<file path="src/rtl/region_decoder_pkg.sv">
// region_decoder_pkg: shared types and the address-range test for the region decoder
package region_decoder_pkg;
    localparam int ADDR_MAX_W = 32;
    typedef logic [3:0] region_idx_t;
    typedef struct packed {
        logic        valid;
        region_idx_t idx;
        logic        unmapped;
    } read_tag_t;
    function automatic logic region_hit(
        input logic [ADDR_MAX_W-1:0] addr,
        input logic [ADDR_MAX_W-1:0] base,
        input logic [ADDR_MAX_W-1:0] limit
    );
        return (addr >= base) && (addr <= limit);
    endfunction
endpackage

</file>
<file path="src/rtl/region_decoder_pipelined_read_tag_pipe.sv">
// read_tag_pipe: fixed-depth shift register carrying read tags to the return stage
module read_tag_pipe
    import region_decoder_pkg::*;
#(
    parameter int DEPTH = 2
) (
    input  logic      clk,
    input  logic      rst_n,
    input  read_tag_t tag_in,
    output read_tag_t tag_out
);
    read_tag_t [DEPTH-1:0] pipe_q, pipe_d;
    always_comb begin
        pipe_d = pipe_q;
        pipe_d[0] = tag_in;
        for (int i = 1; i < DEPTH; i++) pipe_d[i] = pipe_q[i-1];
    end
    always_ff @(posedge clk or negedge rst_n)
        if (!rst_n) pipe_q <= '0;
        else pipe_q <= pipe_d;
    assign tag_out = pipe_q[DEPTH-1];
endmodule

</file>
<file path="src/rtl/region_decoder_pipelined.sv">
// region_decoder_pipelined: Avalon-MM region decoder with registered fan-out, fixed-latency read-back and error capture
module region_decoder_pipelined
    import region_decoder_pkg::*;
#(
    parameter int ADDR_W = 12,
    parameter int DATA_W = 32,
    parameter int NUM_REGIONS = 5,
    parameter logic [NUM_REGIONS*ADDR_W-1:0] REGION_BASE  = {12'hE00, 12'hC00, 12'h800, 12'h400, 12'h000},
    parameter logic [NUM_REGIONS*ADDR_W-1:0] REGION_LIMIT = {12'hFFF, 12'hDFF, 12'hBFF, 12'h7FF, 12'h3FF},
    parameter int RD_LATENCY = 1,
    parameter int MAX_PENDING = 4,
    parameter logic [DATA_W-1:0] DEFAULT_RDATA = 32'hDEAD_BEEF
) (
    input  logic                          clk,
    input  logic                          reset_n,
    input  logic [ADDR_W-1:0]             avs_address,
    input  logic                          avs_chipselect,
    input  logic                          avs_read,
    input  logic                          avs_write,
    input  logic [DATA_W-1:0]             avs_writedata,
    output logic [DATA_W-1:0]             avs_readdata,
    output logic                          avs_readdatavalid,
    output logic                          avs_waitrequest,
    output logic [NUM_REGIONS-1:0]        reg_cs,
    output logic                          reg_we,
    output logic [ADDR_W-1:0]             reg_addr,
    output logic [DATA_W-1:0]             reg_wdata,
    input  logic [NUM_REGIONS*DATA_W-1:0] reg_rdata,
    output logic                          err_sticky,
    output logic [ADDR_W-1:0]             err_addr,
    input  logic                          err_clr
);
    localparam int PEND_W = $clog2(MAX_PENDING + 1);

    logic [NUM_REGIONS-1:0] reg_cs_q, reg_cs_d;
    logic                   reg_we_q, reg_we_d;
    logic [ADDR_W-1:0]      reg_addr_q, reg_addr_d;
    logic [DATA_W-1:0]      reg_wdata_q, reg_wdata_d;
    logic [DATA_W-1:0]      avs_readdata_q, avs_readdata_d;
    logic                   avs_readdatavalid_q, avs_readdatavalid_d;
    logic [PEND_W-1:0]      pending_q, pending_d;
    logic                   err_sticky_q, err_sticky_d;
    logic [ADDR_W-1:0]      err_addr_q, err_addr_d;

    logic                   hit;
    region_idx_t            hit_idx;
    logic [ADDR_W-1:0]      hit_base;
    logic                   accept, rd_acc, fwd, err;
    logic [DATA_W-1:0]      rd_sel;
    read_tag_t              tag_in, tag_out;

    // descending scan so the lowest matching index is the one left standing
    always_comb begin
        hit = 1'b0;
        hit_idx = '0;
        hit_base = '0;
        for (int i = NUM_REGIONS - 1; i >= 0; i--)
            if (region_hit(ADDR_MAX_W'(avs_address),
                           ADDR_MAX_W'(REGION_BASE[i*ADDR_W +: ADDR_W]),
                           ADDR_MAX_W'(REGION_LIMIT[i*ADDR_W +: ADDR_W]))) begin
                hit = 1'b1;
                hit_idx = region_idx_t'(i);
                hit_base = REGION_BASE[i*ADDR_W +: ADDR_W];
            end
    end

    assign avs_waitrequest = avs_read & (pending_q == PEND_W'(MAX_PENDING));
    assign accept = avs_chipselect & (avs_read | avs_write) & ~avs_waitrequest;
    assign rd_acc = accept & avs_read & ~avs_write;
    assign fwd    = accept & hit;
    assign err    = accept & (~hit | (avs_read & avs_write));
    assign tag_in = '{valid: rd_acc, idx: hit_idx, unmapped: ~hit};

    read_tag_pipe #(.DEPTH(RD_LATENCY + 1)) u_tag_pipe (
        .clk     (clk),
        .rst_n   (reset_n),
        .tag_in  (tag_in),
        .tag_out (tag_out)
    );

    always_comb begin
        rd_sel = '0;
        for (int i = 0; i < NUM_REGIONS; i++)
            if (tag_out.idx == region_idx_t'(i)) rd_sel = reg_rdata[i*DATA_W +: DATA_W];
    end

    always_comb begin
        reg_cs_d            = fwd ? NUM_REGIONS'(1) << hit_idx : '0;
        reg_we_d            = fwd & avs_write;
        reg_addr_d          = fwd ? avs_address - hit_base : '0;
        reg_wdata_d         = fwd ? avs_writedata : '0;
        avs_readdatavalid_d = tag_out.valid;
        avs_readdata_d      = !tag_out.valid ? '0 : tag_out.unmapped ? DEFAULT_RDATA : rd_sel;
        pending_d           = pending_q + PEND_W'(rd_acc) - PEND_W'(avs_readdatavalid_q);
        err_sticky_d        = err | (err_sticky_q & ~err_clr);
        err_addr_d          = err ? ((~err_sticky_q | err_clr) ? avs_address : err_addr_q)
                                  : (err_clr ? '0 : err_addr_q);
    end

    always_ff @(posedge clk or negedge reset_n)
        if (!reset_n) begin
            reg_cs_q            <= '0;
            reg_we_q            <= 1'b0;
            reg_addr_q          <= '0;
            reg_wdata_q         <= '0;
            avs_readdata_q      <= '0;
            avs_readdatavalid_q <= 1'b0;
            pending_q           <= '0;
            err_sticky_q        <= 1'b0;
            err_addr_q          <= '0;
        end else begin
            reg_cs_q            <= reg_cs_d;
            reg_we_q            <= reg_we_d;
            reg_addr_q          <= reg_addr_d;
            reg_wdata_q         <= reg_wdata_d;
            avs_readdata_q      <= avs_readdata_d;
            avs_readdatavalid_q <= avs_readdatavalid_d;
            pending_q           <= pending_d;
            err_sticky_q        <= err_sticky_d;
            err_addr_q          <= err_addr_d;
        end

    assign reg_cs            = reg_cs_q;
    assign reg_we            = reg_we_q;
    assign reg_addr          = reg_addr_q;
    assign reg_wdata         = reg_wdata_q;
    assign avs_readdata      = avs_readdata_q;
    assign avs_readdatavalid = avs_readdatavalid_q;
    assign err_sticky        = err_sticky_q;
    assign err_addr          = err_addr_q;
endmodule

</file>
<file path="config.mk">
export PLATFORM = sky130hd
export DESIGN_NAME = region_decoder_pipelined
export DESIGN_NICKNAME = d
export VERILOG_FILES = /design/src/rtl/region_decoder_pkg.sv /design/src/rtl/region_decoder_pipelined_read_tag_pipe.sv /design/src/rtl/region_decoder_pipelined.sv
export SDC_FILE = /design/constraint.sdc
export NUM_CORES = 1
export LEC_CHECK = 0
export BUFFER_PORTS_ARGS = -buffer_cell sky130_fd_sc_hd__buf_2
export CORE_AREA = 2 2 119 121
export CTS_CLUSTER_SIZE = 30
export DETAILED_ROUTE_END_ITERATION = 10
export DIE_AREA = 0 0 121 123
export GPL_TIMING_DRIVEN = 0
export PLACE_DENSITY = 0.71
export SYNTH_ARGS = -nofsm -noshare
export SYNTH_HDL_FRONTEND = slang
export SYNTH_SLANG_ARGS = --single-unit
</file>
<file path="constraint.sdc">
create_clock -name clk -period 6.5 [get_ports clk]
set_input_delay 1.3 -clock clk [delete_from_list [all_inputs] [get_ports clk]]
set_output_delay 1.3 -clock clk [all_outputs]
set_load 0.02 [all_outputs]
</file>
-- Yosys cells after proc, flatten, opt, wreduce, memory -nomap -nowiden
Index checks and enable logic that the tools add are counted.
- flip-flop bits (word level): 111
- input bits: 210
- output and inout bits: 97
- logic and storage cells: 86
- add/subtract/negate cells: 3
- order comparisons: 8
- eq/ne operators: 6
- shift operators: 1
- multiplexer cells: 28
- bitwise logic cells: 19
- reduce and logical (&&, ||, !) cells: 6
- operators with widths (cell ; count):
    $mux 32 ; 8
    $mux 12 ; 9
    $ge 12x12->1 const B ; 3
    $le 12x12->1 const B ; 2
    $ge 12x11->1 const B ; 1
    $le 12x10->1 const B ; 1
    $le 12x11->1 const B ; 1
    $mux 4 ; 3
    $sub 12x12->12 ; 1
    $and 1x1->1 ; 10
    $eq 4x2->1 const B ; 2
    $mux 3 ; 2
    $mux 1 ; 5
    $mux 5 ; 1
    $not 1->1 ; 5
    $shl 1x4->5 const A ; 1
    $eq 4x1->1 const B ; 1
    $eq 4x3->1 const B ; 1
    $logic_not 4->1 ; 1
    $or 1x1->1 ; 4
    $add 3x1->3 ; 1
    $eq 3x3->1 const B ; 1
    $logic_and 1x1->1 ; 3
    $sub 3x1->3 ; 1
    other kinds (3) ; 3

-- Longest topological paths before layout
Gate-level depths: netlist (run 1).
- depth after elaboration: 11
- gate-level depth with buffers: 10
- gate-level depth less buffers: 10

-- Hierarchy
A second synthesis (run 1) with hierarchy kept.
- cells, all modules: 433
- area, all modules: 4922.2 µm²
- by module, submodules not included (module ; instances ; cells each ; area an instance (µm²) ; sequential area each (µm²)):
    region_decoder_pipelined ; 1 ; 421 ; 4621.9 ; 2477.4
    read_tag_pipe ; 1 ; 12 ; 300.3 ; 300.3

-- Worst setup path before layout (run 1)
OpenSTA, ideal clock, no wires.
- path kind: input-to-output
- start point: in avs_read
- end point: out avs_waitrequest
- data arrival time: 1.519 ns
- required time: 5.200 ns
- slack: 3.681 ns
- cell stages on the path: 2
- buffers on the path: 0
- path through: nand2_1 inv_1
- cells in the longest elaborated chain, start to end: 1
- RTL lines (item ; line ; source):
    from (decl) ; region_decoder_pipelined.sv:18 ; input logic avs_read,
    $and 1x1->1 ; region_decoder_pipelined.sv:67 ; assign avs_waitrequest = avs_read & (pending_q == PEND_W'(MAX_PENDING));
    to (decl) ; region_decoder_pipelined.sv:23 ; output logic avs_waitrequest,
No other way between the ends.

-- Final worst setup path (run 1)
Ends and elaborated chain as after synthesis.

==> results of run 1 <==
[state kept, by name (all words and copies together) (netlist names)]
register / cells
avs_readdata: 32
reg_wdata: 32
err_addr: 12
reg_addr: 12
reg_cs: 5
u_tag_pipe.pipe_d: 5
u_tag_pipe.tag_out: 5
pending_q: 3
avs_readdatavalid: 1
err_sticky: 1
reg_we: 1
[power groups by stage]
stage	clock, W	combinational [W]	sequential [W]
floorplan	0	0.000167	0.000831
global placement	0	0.000390	0.000774
detailed placement	0	0.000398	0.000775
CTS	0.000610	0.000397	0.000763
global route	0.000637	0.000434	0.000770
finish	0.000594	0.000393	0.000763
[worst max-delay path: stages]
cell	delay [ns]
buf_2	0.15
nand2_1	0.12
inv_1	0.07
buf_2	0.15
[logic make-up (layout without fill, tap and decap cells)]
kind of cell             count (synthesis)  after routing  synth area share (%)
buffers and inverters                   46            369                  4.96
XOR/XNOR                                 2              2                 0.346
AO/OA/AOI/OAI                          129            129                  18.1
flip-flops                             109            109                  53.8
AND/OR/NAND/NOR                        126            126                  14.4
multiplexers                            32             32                  6.76
adder cells (fa/ha/maj)                  5              5                  1.53
other                                    1              5                0.0740
[final cells by class]
class	instances	area, sq um
clock inverters	6	83.8
multi-input cells	295	2090
repair buffers	307	1560
diodes	4	10.0
plain buffers	34	204
clock buffers	10	239
fillers	1286	6420
well taps	180	225
flip-flops and latches	109	2730
inverters	12	47.5
[worst max-delay path by stage]
stage                  start               end  cells after the start
floorplan           avs_read   avs_waitrequest                      2
global placement     reset_n  avs_readdata[22]                      1
detailed placement  avs_read   avs_waitrequest                      4
CTS                 avs_read   avs_waitrequest                      4
global route        avs_read   avs_waitrequest                      4
finish              avs_read   avs_waitrequest                      4
[synth_stat cells, types with 14 or more instances]
master	number
o21ai_0	19
nor2b_1	18
and2_1	43
dfrtp_1	109
o31a_1	14
a22o_1	18
a211oi_1	36
a21oi_1	26
nand2_1	25
nor2_1	17
mux2i_1	23
[metrics by stage]
step | cells | hold slack (ns) | setup WS [ns]
2_1_floorplan | 450 | 0.331 | 3.68
3_5_place_dp | 937 | 0.335 | 3.41
5_1_grt | 955 | 0.359 | 3.36
3_3_place_gp | 936 | 0.331 | 2.85
4_1_cts | 953 | 0.350 | 3.40
6_report | 957 | 0.349 | 3.40
[metal layers]
metal | vias to the layer above | track usage (%) | wire, um
met5 | - | 0 | 19
met4 | 4 | 8.65 | 293
met3 | 24 | 7.80 | 1780
met2 | 231 | 38.6 | 8380
met1 | 2187 | 25.4 | 6230
li1 | 2224 | - | -
==> out/summary.txt, run 1 <==
Status -> completed
Worst hold start -> u_tag_pipe.pipe_d[7]
Cts bufs inserted -> 9
Max Cap Viol -> 0
P_int -> 0.00123 W
Die area -> 14900 sq um
Buffers on Ports -> 306
Asr flop ratio synth -> 100%
DR vias/cell -> 4.88
Layout Cell Area excl Fill -> 7190 sq um
Clock Sink Count -> 109
Die width -> 121 um
Io pins -> 307
Worst path arrival time -> 1.80 ns
Final Core Density -> 52.8%
Minimum clock period -> 3.10 ns
Combinational Power Share -> 22.5%
All-Layer GR Usage -> 22.3%
Unrepaired setup endpoints after global routing -> false
Worst Hold End -> u_tag_pipe.tag_out[1]
Max Root-Sink Buffers -> 2
Post-Syn Instances -> 450
Power Total -> 0.00175 W
Post-DRT Antenna Nets -> 0
Period Utilization, post-route -> 47.6%
Clock tree from TritonCTS -> yes
Share of cells above drive strength 1 -> 48.0%
Die Span Y -> 123 um
Syn_area_per_cell -> 11.3 sq um
Gates resized, CTS repair -> 0
Routed WL -> 16700 um
Max frequency -> 0.323 GHz
Worst R2R End -> pending_q[2]
Post-DP HPWL -> 13000 um
Data required, critical path -> 5.20 ns
Clock skew -> 0.0106 ns
Switching share of power -> 29.9%
Slew headroom -> 55.2%
Global placement routability congestion -> 0.812
Cell taking the most area after synthesis -> dfrtp_1
Vias in the first global route -> 4592
PwrDens -> 243 nW/um^2
First-pass GRT wire length -> 24900 um
Nets -> 983
Commonest non-fill, non-tap cells in the layout -> 314 x buf_2, 109 x dfrtp_1, 43 x and2_1
Hold Vio Cnt, Final -> 0
Net Switching -> 0.000523 W
Worst r2r src -> pending_q[1]
Area share of the largest cell type after synthesis -> 53.8%
Root buffer cell -> clkbuf_16
Clk slew on worst S/H paths -> 0.08 ns
Final-report setup violation count -> 0
Hold Crit Class -> reg -> reg
Initial DRT Pass Iterations -> 5
Netlist cell types -> 44
Max VDD drop -> 0.127 mV
Worst Hold Depth -> 0
Area grow syn2layout -> 41.8%
Placed Area -> 6860 sq um
First DRT Iteration DRCs -> 181
CP endpoint kind -> primary output
Seq/Total Area, Yosys -> 53.8%
Mapped cell area -> 5070 sq um
WL/cell -> 17.5 um
Clock power frac -> 34.0%
Gr ovfl total -> 0
H-tree levels -> 3
Largest net degree at the start of global routing -> 73
Core footprint -> 13600 sq um
Sequential share of power -> 43.6%
CP Launch Type -> input port
Slack of the worst reg-to-reg path -> 4.25 ns
Number of synthesized register bits -> 109
Max-slew violations -> 0
Setup CP Type -> in -> out
Top_reg_cell synth -> dfrtp_1
Synth top area cells -> dfrtp_1 54%, a211oi_1 5.3%, and2_1 5.3%
Ys Warns -> 0
Syn Nets -> 665
Row cnt -> 43
TNS Setup -> 0 ns
Reg2Reg Depth -> 10
Worst Path Max Fanout -> 5
Worst skew pair latency -> 0.35 ns
Worst-Margin Slew -> 0.672 ns
Setup bufs post-CTS -> 0
# DRC -> 0
Initial antenna violation count -> 6
Post-synth EDFFs -> 0
Leak -> 3.93 nW
Via count -> 4670
Hold Buf Count CTS -> 0
Initial Utilization -> 37.2%
Commonest non-fill, non-tap cell in the layout -> buf_2
Note: power is estimated with default switching activity, not from simulation.
==> run 2, diff against run 1 <==
--- a/config.mk
+++ b/config.mk
@@ -6,12 +6,12 @@
 export NUM_CORES = 1
 export LEC_CHECK = 0
 export BUFFER_PORTS_ARGS = -buffer_cell sky130_fd_sc_hd__buf_2
-export CORE_AREA = 2 2 119 121
+export CORE_MARGIN = 2
+export CORE_UTILIZATION = 39
 export CTS_CLUSTER_SIZE = 30
 export DETAILED_ROUTE_END_ITERATION = 10
-export DIE_AREA = 0 0 121 123
 export GPL_TIMING_DRIVEN = 0
-export PLACE_DENSITY = 0.71
+export PLACE_DENSITY = 0.76
 export SYNTH_ARGS = -nofsm -noshare
 export SYNTH_HDL_FRONTEND = slang
 export SYNTH_SLANG_ARGS = --single-unit
==> constraint.sdc (replaced) <==
create_clock -name clk -period 2.5 [get_ports clk]
set_input_delay 0.5 -clock clk [delete_from_list [all_inputs] [get_ports clk]]
set_output_delay 0.5 -clock clk [all_outputs]
set_load 0.02 [all_outputs]
==> run 2 against run 1 <==
Combinational power increased to 2.6 times the previous value. Worst setup slack got worse by 3.1 ns. Clock power increased to 2.5 times the previous value. Routed wire length about the same. Flip-flop and latch count unchanged. Die area decreased by 6.4%. Final area decreased by 0.42%. Non-clock buffer count unchanged. Sequential share of layout area increased by 0.16 points. Core utilization increased by 3.7 points. Register-to-register slack got worse by 4.0 ns. Worst hold slack got worse by 0.21 ns. Highest routed layer is now met4.
==> out/summary.txt, run 2 (synthesis results as in run 1) <==
Cts bufs inserted -> 9 (unchanged)
CP Launch Type -> flop
Setup bufs post-CTS -> 0 (unchanged)
Status -> completed
Worst path arrival time -> 2.49 ns (+0.69 ns)
# DRC -> 0 (unchanged)
Worst r2r src -> pending_q[1]
First DRT Iteration DRCs -> 314 (+73%)
WL/cell -> 17.6 um (+1.0%)
Leak -> 3.92 nW (-0.13%)
Clock tree from TritonCTS -> yes
Routed WL -> 16700 um (about the same)
Hold Buf Count CTS -> 0 (unchanged)
Hold Vio Cnt, Final -> 0 (unchanged)
First-pass GRT wire length -> 25600 um (+2.9%)
Post-DRT Antenna Nets -> 0 (unchanged)
Data required, critical path -> 2.74 ns (-2.46 ns)
Die Span Y -> 118 um (-4.1%)
Post-DP HPWL -> 13000 um (+0.17%)
Area of the multi-input gates -> 2090 sq um (unchanged)
Max frequency -> 0.446 GHz
Commonest non-fill, non-tap cell in the layout -> buf_2
Unrepaired setup endpoints after global routing -> false
Clock skew -> 0.00511 ns (-0.00552 ns)
Worst-Margin Slew -> 0.597 ns (-0.0756 ns)
Area grow syn2layout -> 41.2%
Layout fillers -> 1177 (-8.5%)
Via count -> 4695 (+0.54%)
Worst skew pair latency -> 0.35 ns (about the same)
Layout Cell Area excl Fill -> 7160 sq um (-0.42%)
Row cnt -> 41 (-4.7%)
Clock Sink Count -> 109 (unchanged)
Global placement routability congestion -> 0.897 (+11%)
Initial Utilization -> 40.0% (+2.8 points)
Setup CP Type -> reg -> reg
H-tree levels -> 3 (unchanged)
Root buffer cell -> clkbuf_16
CP endpoint kind -> flop
Nets -> 983 (unchanged)
Max Cap Viol -> 0 (unchanged)
Max Root-Sink Buffers -> 2 (unchanged)
Period Utilization, post-route -> 89.8%
Vias in the first global route -> 4916 (+7.1%)
Minimum clock period -> 2.24 ns
PwrDens -> 629 nW/um^2 (+160%)
Commonest non-fill, non-tap cells in the layout -> 314 x buf_2, 109 x dfrtp_1, 43 x and2_1
Slack of the worst reg-to-reg path -> 0.26 ns (-3.99 ns)
Reg2Reg Depth -> 10 (unchanged)
Final Core Density -> 56.5% (+3.7 points)
Die width -> 118 um (-2.5%)
Placed Area -> 6850 sq um (-0.15%)
Core footprint -> 12700 sq um (-6.9%)
Gr ovfl total -> 0 (unchanged)
Initial DRT Pass Iterations -> 4 (-1)
Io pins -> 307 (unchanged)
Initial antenna violation count -> 4 (-2)
Slowest cell delay on critical path -> 0.45 ns (+0.30 ns)
Buffers on Ports -> 306 (unchanged)
Slowest CP cell -> dfrtp_1
Clk slew on worst S/H paths -> 0.07 ns (about the same)
Max VDD drop -> 0.421 mV (+230%)
Max-slew violations -> 0 (unchanged)
All-Layer GR Usage -> 24.0% (+1.7 points)
Final-report setup violation count -> 0 (unchanged)
Gates resized, CTS repair -> 0 (unchanged)
Share of cells above drive strength 1 -> 48.0% (unchanged)
DR vias/cell -> 4.95 (+1.5%)
Reg area -> 2730 sq um (unchanged)
Slew headroom -> 60.2% (+5.0 points)
Worst Path Max Fanout -> 4 (-1)
Worst R2R End -> pending_q[2]
Hold Crit Class -> in -> async
Crit path cell chain -> nor3b_4, nand2_1, nand4b_1, ha_1, inv_1, ha_1, inv_1, fa_1, xnor2_1, xnor2_1
Largest net degree at the start of global routing -> 69 (-5.5%)
Die area -> 13900 sq um (-6.4%)
-- run 2: cell types whose count changed in the layout (fill, tap and decap cells not counted), sizes merged --
cell / before / now
clkbuf: 21 / 20
inv: 16 / 15
clkinv: 1 / 3
diode: 4 / 3
-- run 2: critical path: cells and delay by family (launching register included) --
| family | cells | cell delay [ns] |
|---|---|---|
| flip-flops | 1 | 0.45 |
| adder cells (fa/ha/maj) | 3 | 0.75 |
| AND/OR/NAND/NOR | 3 | 0.57 |
| XOR/XNOR | 2 | 0.27 |
| buffers and inverters | 2 | 0.10 |
-- run 2: area by class of cell --
| class | instances | area share, % |
|---|---|---|
| inverter | 12 | 0.664 |
| buffer | 34 | 2.85 |
| multi-input combinational | 295 | 29.2 |
| antenna | 3 | 0.105 |
| tap | 172 | 3.01 |
| clock inverter | 7 | 1.12 |
| timing repair buffer | 307 | 21.8 |
| clock buffer | 9 | 3.15 |
| sequential | 109 | 38.1 |
-- run 2: routing by layer --
metal / vias to the layer above / wire (um) / GRT usage (%)
met2: 245 / 8350 / 41.0
met3: 41 / 1530 / 7.22
met5: - / 0 / 0
met4: 0 / 640 / 12.0
met1: 2187 / 6200 / 27.3
li1: 2222 / - / -
-- run 2: how the worst max path moves through the flow --
stage | from | endpoint
3_3_place_gp | reset_n | avs_readdata[29]
2_1_floorplan | pending_q[1] | pending_q[2]
6_report | pending_q[1] | pending_q[2]
3_5_place_dp | pending_q[1] | pending_q[2]
4_1_cts | pending_q[1] | pending_q[2]
5_1_grt | pending_q[1] | pending_q[2]
-- run 2: through the flow --
stage	power (W)	setup WS, ns	hold WS (ns)	std cells	setup TNS [ns]
6_report	0.00450	0.255	0.135	948	0
5_1_grt	0.00472	0.0815	0.170	947	0
4_1_cts	0.00454	0.215	0.153	945	0
3_5_place_dp	0.00305	0.237	0.336	929	0
3_3_place_gp	0.00302	-0.300	0.331	928	-31.86
2_1_floorplan	0.00259	0.415	0.204	450	0
-- run 2: report_power, final --
part / internal [W] / leakage, nW / switching [W]
clock network: 0.000794 / 0.154 / 0.000699
logic: 0.000450 / 2.31 / 0.000573
registers: 0.00191 / 1.45 / 0.0000775
